--- src/rtl/sha256_iter_core.sv ---
`default_nettype none
// ============================================================================
// Module      : sha256_iter_core
// Description : Iterative SHA-256 / SHA-224 compression core. It accepts one
//               padded 512-bit block at a time, runs ROUNDS_PER_CYCLE rounds
//               per clock, and chains the hash state across the blocks of a
//               message.
// Revision    : 1.0 - initial release
// ============================================================================
module sha256_iter_core #(
  parameter int ROUNDS_PER_CYCLE = 1,   // 1, 2, 4 or 8
  parameter bit SUPPORT_224      = 1'b1
) (
  input  logic         clk_i,
  input  logic         reset_n_i,
  input  logic         block_valid_i,
  output logic         block_ready_o,
  input  logic [511:0] block_in_i,
  input  logic         first_i,
  input  logic         last_i,
  input  logic         mode_224_i,
  output logic         busy_o,
  output logic         digest_valid_o,
  output logic [255:0] digest_o
);

  // Element 0 is working register a (or H0); element 0 of the window is W[t].
  typedef logic [7:0][31:0]  hash_t;
  typedef logic [15:0][31:0] win_t;

  typedef enum logic [1:0] {
    IDLE  = 2'd0,
    ROUND = 2'd1,
    FINAL = 2'd2,
    DONE  = 2'd3
  } state_e;

  localparam logic [5:0] RND_STEP = 6'(ROUNDS_PER_CYCLE);
  localparam logic [5:0] RND_LAST = 6'(64 - ROUNDS_PER_CYCLE);

  localparam hash_t IV_256 = {32'h5be0cd19, 32'h1f83d9ab, 32'h9b05688c, 32'h510e527f,
                              32'ha54ff53a, 32'h3c6ef372, 32'hbb67ae85, 32'h6a09e667};
  localparam hash_t IV_224 = {32'hbefa4fa4, 32'h64f98fa7, 32'h68581511, 32'hffc00b31,
                              32'hf70e5939, 32'h3070dd17, 32'h367cd507, 32'hc1059ed8};

  localparam logic [31:0] K_TAB [64] = '{
    32'h428a2f98, 32'h71374491, 32'hb5c0fbcf, 32'he9b5dba5, 32'h3956c25b, 32'h59f111f1, 32'h923f82a4, 32'hab1c5ed5,
    32'hd807aa98, 32'h12835b01, 32'h243185be, 32'h550c7dc3, 32'h72be5d74, 32'h80deb1fe, 32'h9bdc06a7, 32'hc19bf174,
    32'he49b69c1, 32'hefbe4786, 32'h0fc19dc6, 32'h240ca1cc, 32'h2de92c6f, 32'h4a7484aa, 32'h5cb0a9dc, 32'h76f988da,
    32'h983e5152, 32'ha831c66d, 32'hb00327c8, 32'hbf597fc7, 32'hc6e00bf3, 32'hd5a79147, 32'h06ca6351, 32'h14292967,
    32'h27b70a85, 32'h2e1b2138, 32'h4d2c6dfc, 32'h53380d13, 32'h650a7354, 32'h766a0abb, 32'h81c2c92e, 32'h92722c85,
    32'ha2bfe8a1, 32'ha81a664b, 32'hc24b8b70, 32'hc76c51a3, 32'hd192e819, 32'hd6990624, 32'hf40e3585, 32'h106aa070,
    32'h19a4c116, 32'h1e376c08, 32'h2748774c, 32'h34b0bcb5, 32'h391c0cb3, 32'h4ed8aa4a, 32'h5b9cca4f, 32'h682e6ff3,
    32'h748f82ee, 32'h78a5636f, 32'h84c87814, 32'h8cc70208, 32'h90befffa, 32'ha4506ceb, 32'hbef9a3f7, 32'hc67178f2
  };

  function automatic logic [31:0] ror(input logic [31:0] x, input int n);
    return (x >> n) | (x << (32 - n));
  endfunction

  function automatic logic [31:0] big_s0(input logic [31:0] x);
    return ror(x, 2) ^ ror(x, 13) ^ ror(x, 22);
  endfunction

  function automatic logic [31:0] big_s1(input logic [31:0] x);
    return ror(x, 6) ^ ror(x, 11) ^ ror(x, 25);
  endfunction

  function automatic logic [31:0] sml_s0(input logic [31:0] x);
    return ror(x, 7) ^ ror(x, 18) ^ (x >> 3);
  endfunction

  function automatic logic [31:0] sml_s1(input logic [31:0] x);
    return ror(x, 17) ^ ror(x, 19) ^ (x >> 10);
  endfunction

  // H0 goes to the top word; SHA-224 drops H7.
  function automatic logic [255:0] fmt_digest(input hash_t h, input logic m224);
    logic [255:0] d;
    d = {h[0], h[1], h[2], h[3], h[4], h[5], h[6], h[7]};
    if (m224) d[31:0] = 32'h0;
    return d;
  endfunction

  state_e         state_q;
  hash_t          h_q, work_q, work_d, w_h_sum, w_h_init;
  win_t           w_q, win_d, w_blk_win;
  logic [5:0]     rnd_q;
  logic           last_q, mode_q, chain_q;
  logic           ready_q, busy_q, dv_q;
  logic [255:0]   digest_q;
  logic           w_accept, w_mode_sel, w_use_iv;

  assign block_ready_o  = ready_q;
  assign busy_o         = busy_q;
  assign digest_valid_o = dv_q;
  assign digest_o       = digest_q;

  // Block acceptance: pick the starting hash (IV or chained) and unpack the words.
  always_comb begin
    w_accept   = block_valid_i && ready_q && (state_q == IDLE);
    w_mode_sel = first_i ? (SUPPORT_224 && mode_224_i) : mode_q;
    w_use_iv   = first_i || !chain_q;
    w_h_init   = w_use_iv ? (w_mode_sel ? IV_224 : IV_256) : h_q;
    w_blk_win  = '0;
    for (int i = 0; i < 16; i++) begin
      w_blk_win[i] = block_in_i[511 - 32*i -: 32];
    end
    for (int i = 0; i < 8; i++) begin
      w_h_sum[i] = h_q[i] + work_q[i];
    end
  end

  // ROUNDS_PER_CYCLE chained rounds, sliding the 16-word schedule window once per round.
  always_comb begin : comb_rounds
    hash_t      s;
    win_t       w;
    logic [31:0] t1, t2, nw;
    logic [5:0]  idx;
    s   = work_q;
    w   = w_q;
    t1  = '0;
    t2  = '0;
    nw  = '0;
    idx = '0;
    for (int r = 0; r < ROUNDS_PER_CYCLE; r++) begin
      idx  = rnd_q + 6'(r);
      t1   = s[7] + big_s1(s[4]) + ((s[4] & s[5]) ^ (~s[4] & s[6])) + K_TAB[idx] + w[0];
      t2   = big_s0(s[0]) + ((s[0] & s[1]) ^ (s[0] & s[2]) ^ (s[1] & s[2]));
      nw   = sml_s1(w[14]) + w[9] + sml_s0(w[1]) + w[0];
      s[7] = s[6];
      s[6] = s[5];
      s[5] = s[4];
      s[4] = s[3] + t1;
      s[3] = s[2];
      s[2] = s[1];
      s[1] = s[0];
      s[0] = t1 + t2;
      w    = {nw, w[15:1]};
    end
    work_d = s;
    win_d  = w;
  end

  // Control FSM with registered handshake/status outputs and the datapath registers.
  always_ff @(posedge clk_i or negedge reset_n_i) begin
    if (!reset_n_i) begin
      state_q  <= IDLE;
      h_q      <= '0;
      work_q   <= '0;
      w_q      <= '0;
      rnd_q    <= '0;
      last_q   <= 1'b0;
      mode_q   <= 1'b0;
      chain_q  <= 1'b0;
      ready_q  <= 1'b0;
      busy_q   <= 1'b0;
      dv_q     <= 1'b0;
      digest_q <= '0;
    end else begin
      case (state_q)
        IDLE: begin
          dv_q <= 1'b0;
          if (w_accept) begin
            w_q     <= w_blk_win;
            h_q     <= w_h_init;
            work_q  <= w_h_init;
            last_q  <= last_i;
            mode_q  <= w_mode_sel;
            rnd_q   <= '0;
            ready_q <= 1'b0;
            busy_q  <= 1'b1;
            state_q <= ROUND;
          end else begin
            ready_q <= 1'b1;
          end
        end
        ROUND: begin
          work_q <= work_d;
          w_q    <= win_d;
          rnd_q  <= rnd_q + RND_STEP;
          if (rnd_q == RND_LAST) begin
            state_q <= FINAL;
          end
        end
        FINAL: begin
          h_q     <= w_h_sum;
          chain_q <= 1'b1;
          busy_q  <= 1'b0;
          if (last_q) begin
            digest_q <= fmt_digest(w_h_sum, mode_q);
            dv_q     <= 1'b1;
            state_q  <= DONE;
          end else begin
            ready_q <= 1'b1;
            state_q <= IDLE;
          end
        end
        DONE: begin
          dv_q    <= 1'b0;
          ready_q <= 1'b1;
          state_q <= IDLE;
        end
        default: begin
          state_q <= IDLE;
        end
      endcase
    end
  end

endmodule
`default_nettype wire

--- config.mk ---
export PLATFORM = sky130hd
export DESIGN_NAME = sha256_iter_core
export DESIGN_NICKNAME = d
export VERILOG_FILES = /design/src/rtl/sha256_iter_core.sv
export SDC_FILE = /design/constraint.sdc
export NUM_CORES = 2
export LEC_CHECK = 0
export BUFFER_PORTS_ARGS = -buffer_cell sky130_fd_sc_hd__buf_2
export CORE_ASPECT_RATIO = 0.7
export CORE_UTILIZATION = 40
export DETAILED_ROUTE_END_ITERATION = 7
export PLACE_DENSITY = 0.6
export REMOVE_ABC_BUFFERS = 1
export SLEW_MARGIN = 15
export SYNTH_ARGS = -nofsm -noshare
export SYNTH_HDL_FRONTEND = slang
export SYNTH_SLANG_ARGS = --single-unit
--- constraint.sdc ---
create_clock -name clk_i -period 9.7 [get_ports clk_i]
set_input_delay 0.485 -clock clk_i [delete_from_list [all_inputs] [get_ports clk_i]]
set_output_delay 0.485 -clock clk_i [all_outputs]
set_load 0.005 [all_outputs]
==> impl_results.md <==
- Ys Warns: 0
- Status: complete, no violations
- Crit path buf inv count: 8
- R2R cell count: 36
- Register area: 32390 um2
- CTS Buf Count: 153
- Max Clk Rate: 0.1117 GHz
- Max-cap viol count: 0
- Buffer count from post-CTS setup fixing: 0
- Dpl hpwl: 269900 um
- Quantity of I/O buffers inserted on ports: 776
- Met3 usage: 11.85%
- Worst-path fanout max: 7
- Avg Inst Size Synth: 8.849 um2
- CTS Sinks: 1294
- #FFs+latches synth: 1294
- Grt ovf: 0
- Post-synth cell types: 102
- Synth top area share: 38.19%
- Initial core utilization: 40.50%
- Num rows: 140
- Busiest grt layer: met1
- DRT Pass-1 Iters: 7
- Io pins: 777
- Via Count: 78986
- Drt via density: 5.799
- Share of cells above drive strength 1: 14.17%
- Met2 usage: 44.09%
- Hold_buf cts: 470
- Die W: 552.3 um
- Hold Crit Class: in -> reg
- Number of synthesized flops with an enable pin: 0
- Nets: 11830
- Vias in the first global route: 75070
- Tot GR Track Use: 32.92%
- Multi-input gate area in the final layout: 48370 um2
- Crit path depth: 36
- Sequential share of the synthesized area: 38.19%
- DRC violations left: 0
- Gpl congestion: 1.045
- GR Layer Usage met1: 49.05%
- CP endpoint kind: register
- Post_cts resized: 0
- Family with the most delay on the worst path: compound AO/OA/AOI/OAI gates
- Minimum clock period: 8.951 ns
- Initial antenna violation count: 36
- Asr flop ratio synth: 100.0%
- Core area: 209300 um2
- Routed Wire Length: 363200 um
- Area grow syn2layout: 21.08%
- Max transition margin: 11.67%
- Die area: 213800 um2
- Final hold viol count: 0
- WHS Path Cells: 3
- Synth top area cells: dfrtp_1, a21oi_1, mux2i_1
- Slowest cell on the critical path: o221ai_1
- Kind of critical path: reg -> reg
- Fillers: 19724
- Crit-path max cell delay: 0.96 ns
- H-tree depth: 4
- Worst Path Arrival: 9.56 ns
- Final setup fails: 0
- Top_reg_cell synth: dfrtp_1
- Detail Route Antenna Nets: 0
- Die height: 387.2 um
- Pin count of the biggest net entering global routing: 270
- Worst Tran Pin Value: 1.311 ns
- Unrepaired setup endpoints after global routing: no
- Type of origin of the critical path: register
- Clock Tree Buf Depth: 4
- 1st-iter DRT viols: 8978
- Worst-path clk slew: 0.07 ns
- CP most frequent cell: buf_4
- Clock latency on the worst-skew pair: 0.84 ns
- Setup Total Neg Slack: 0 ns
- Pins Over Slew Limit: 0
- Worst path required time: 10.31 ns
- Area leader, netlist: dfrtp_1
- CTS root buffer: clkbuf_16
- CTS tree: done
- Syn Inst Count: 9581
- First-pass GRT wire length: 522800 um
- Final period util: 92.27%
- Wirelength per Cell: 26.67 um
- Skew final: 0.05393 ns
- Post-Synthesis Cell Area: 84780 um2
-- metrics by stage --
stage	std cells	hold slack (ns)	area, um2	setup slack (ns)	util (%)
6_report	13621	0.03109	102700	0.7493	49.04
3_3_place_gp	12858	0.4545	92940	1.023	44.40
4_1_cts	13591	0.0006344	102600	0.9749	49.00
2_1_floorplan	8948	0.1894	82400	-81.02	-
3_5_place_dp	12859	0.4580	92960	1.010	44.41
5_1_grt	13615	0.02060	102600	0.4978	49.04
-- sequential cells by signal, summed over array words and instances, names as in the netlist --
signal and count:
work_q 64, h_q 256, chain_q 1, comb_rounds.s 192, digest_o 256, rnd_q 6, digest_valid_o 1, block_ready_o 1
mode_q 1, last_q 1, state_q 2, busy_o 1, w_q 32, comb_rounds.w 480
-- area by class of cell --
class,count,area share [%]
timing repair buffer,1612,11.29
antenna,30,0.07313
clock inverter,58,0.6484
inverter,496,1.815
clock buffer,204,4.131
tap,2769,3.375
sequential,1294,31.55
multi-input combinational,7158,47.12
-- placed cells by master, fill, tap and decap left out, drive strengths merged, types with 44 or more instances in the layout --
cell	netlist	routed
a211oi	89	89
a21o	173	173
a21oi	1167	1167
a22o	75	75
a31oi	44	44
buf	53	1142
clkbuf	580	204
dfrtp	1294	1294
dlygate4sd3	0	470
fa	197	197
ha	400	400
inv	494	500
mux2	59	59
mux2i	524	524
nand2	888	888
nand2b	56	56
nand3	81	81
nor2	1126	1126
nor2b	45	45
nor3	108	108
nor3b	58	58
o211ai	57	57
o21a	79	79
o21ai	697	697
o21bai	56	56
o22a	55	55
o22ai	48	48
or3	79	79
xnor2	355	355
xor2	217	217
-- cell usage after synthesis, types with 86 or more instances --
cell type,n
a21oi_1,1161
o21ai_0,666
a21o_1,173
clkbuf_1,580
nor2_1,1125
nor3_1,107
fa_1,197
xnor2_1,355
dfrtp_1,1294
xor2_1,217
nand2_1,888
ha_1,400
a211oi_1,86
inv_1,493
mux2i_1,524
-- tightest hold or removal path, stage by stage --
cell and delay [ns]:
buf_2 0.08, mux2i_1 0.08, a21oi_1 0.14
-- final timing paths --
path / startpoint / slack, ns / to
worst min-delay path: block_in_i[457] / 0.03 / comb_rounds.w[9]
max in group asynchronous: reset_n_i / 6.93 / rnd_q[5]
min in group asynchronous: reset_n_i / 0.26 / comb_rounds.w[227]
worst max-delay path: rnd_q[1] / 0.75 / comb_rounds.s[187]
worst max register to register: rnd_q[1] / 0.75 / comb_rounds.s[187]
worst min register to register: digest_o[0] / 0.46 / digest_o[0]
-- metal layers --
layer  vias to the layer above  share of wire [%]
li1                      35571                  -
met1                     39177                 46
met2                      3674                 39
met3                       556                 12
met4                         8                2.8
met5                         -              0.078
-- kinds of logic after synthesis --
kind of cell               share of synthesized area (%)
xor gates and xnor gates                           5.989
DFF                                                38.19
AOI/OAI and AO/OA                                  19.82
adders and majority gates                          10.60
buffers and inverters                              5.003
muxes                                              7.183
and+or+nand+nor                                    13.21
Power is left out: the tool's default activity adds up to more than one toggle a clock period on the data nets, which glitch-free logic cannot reach.
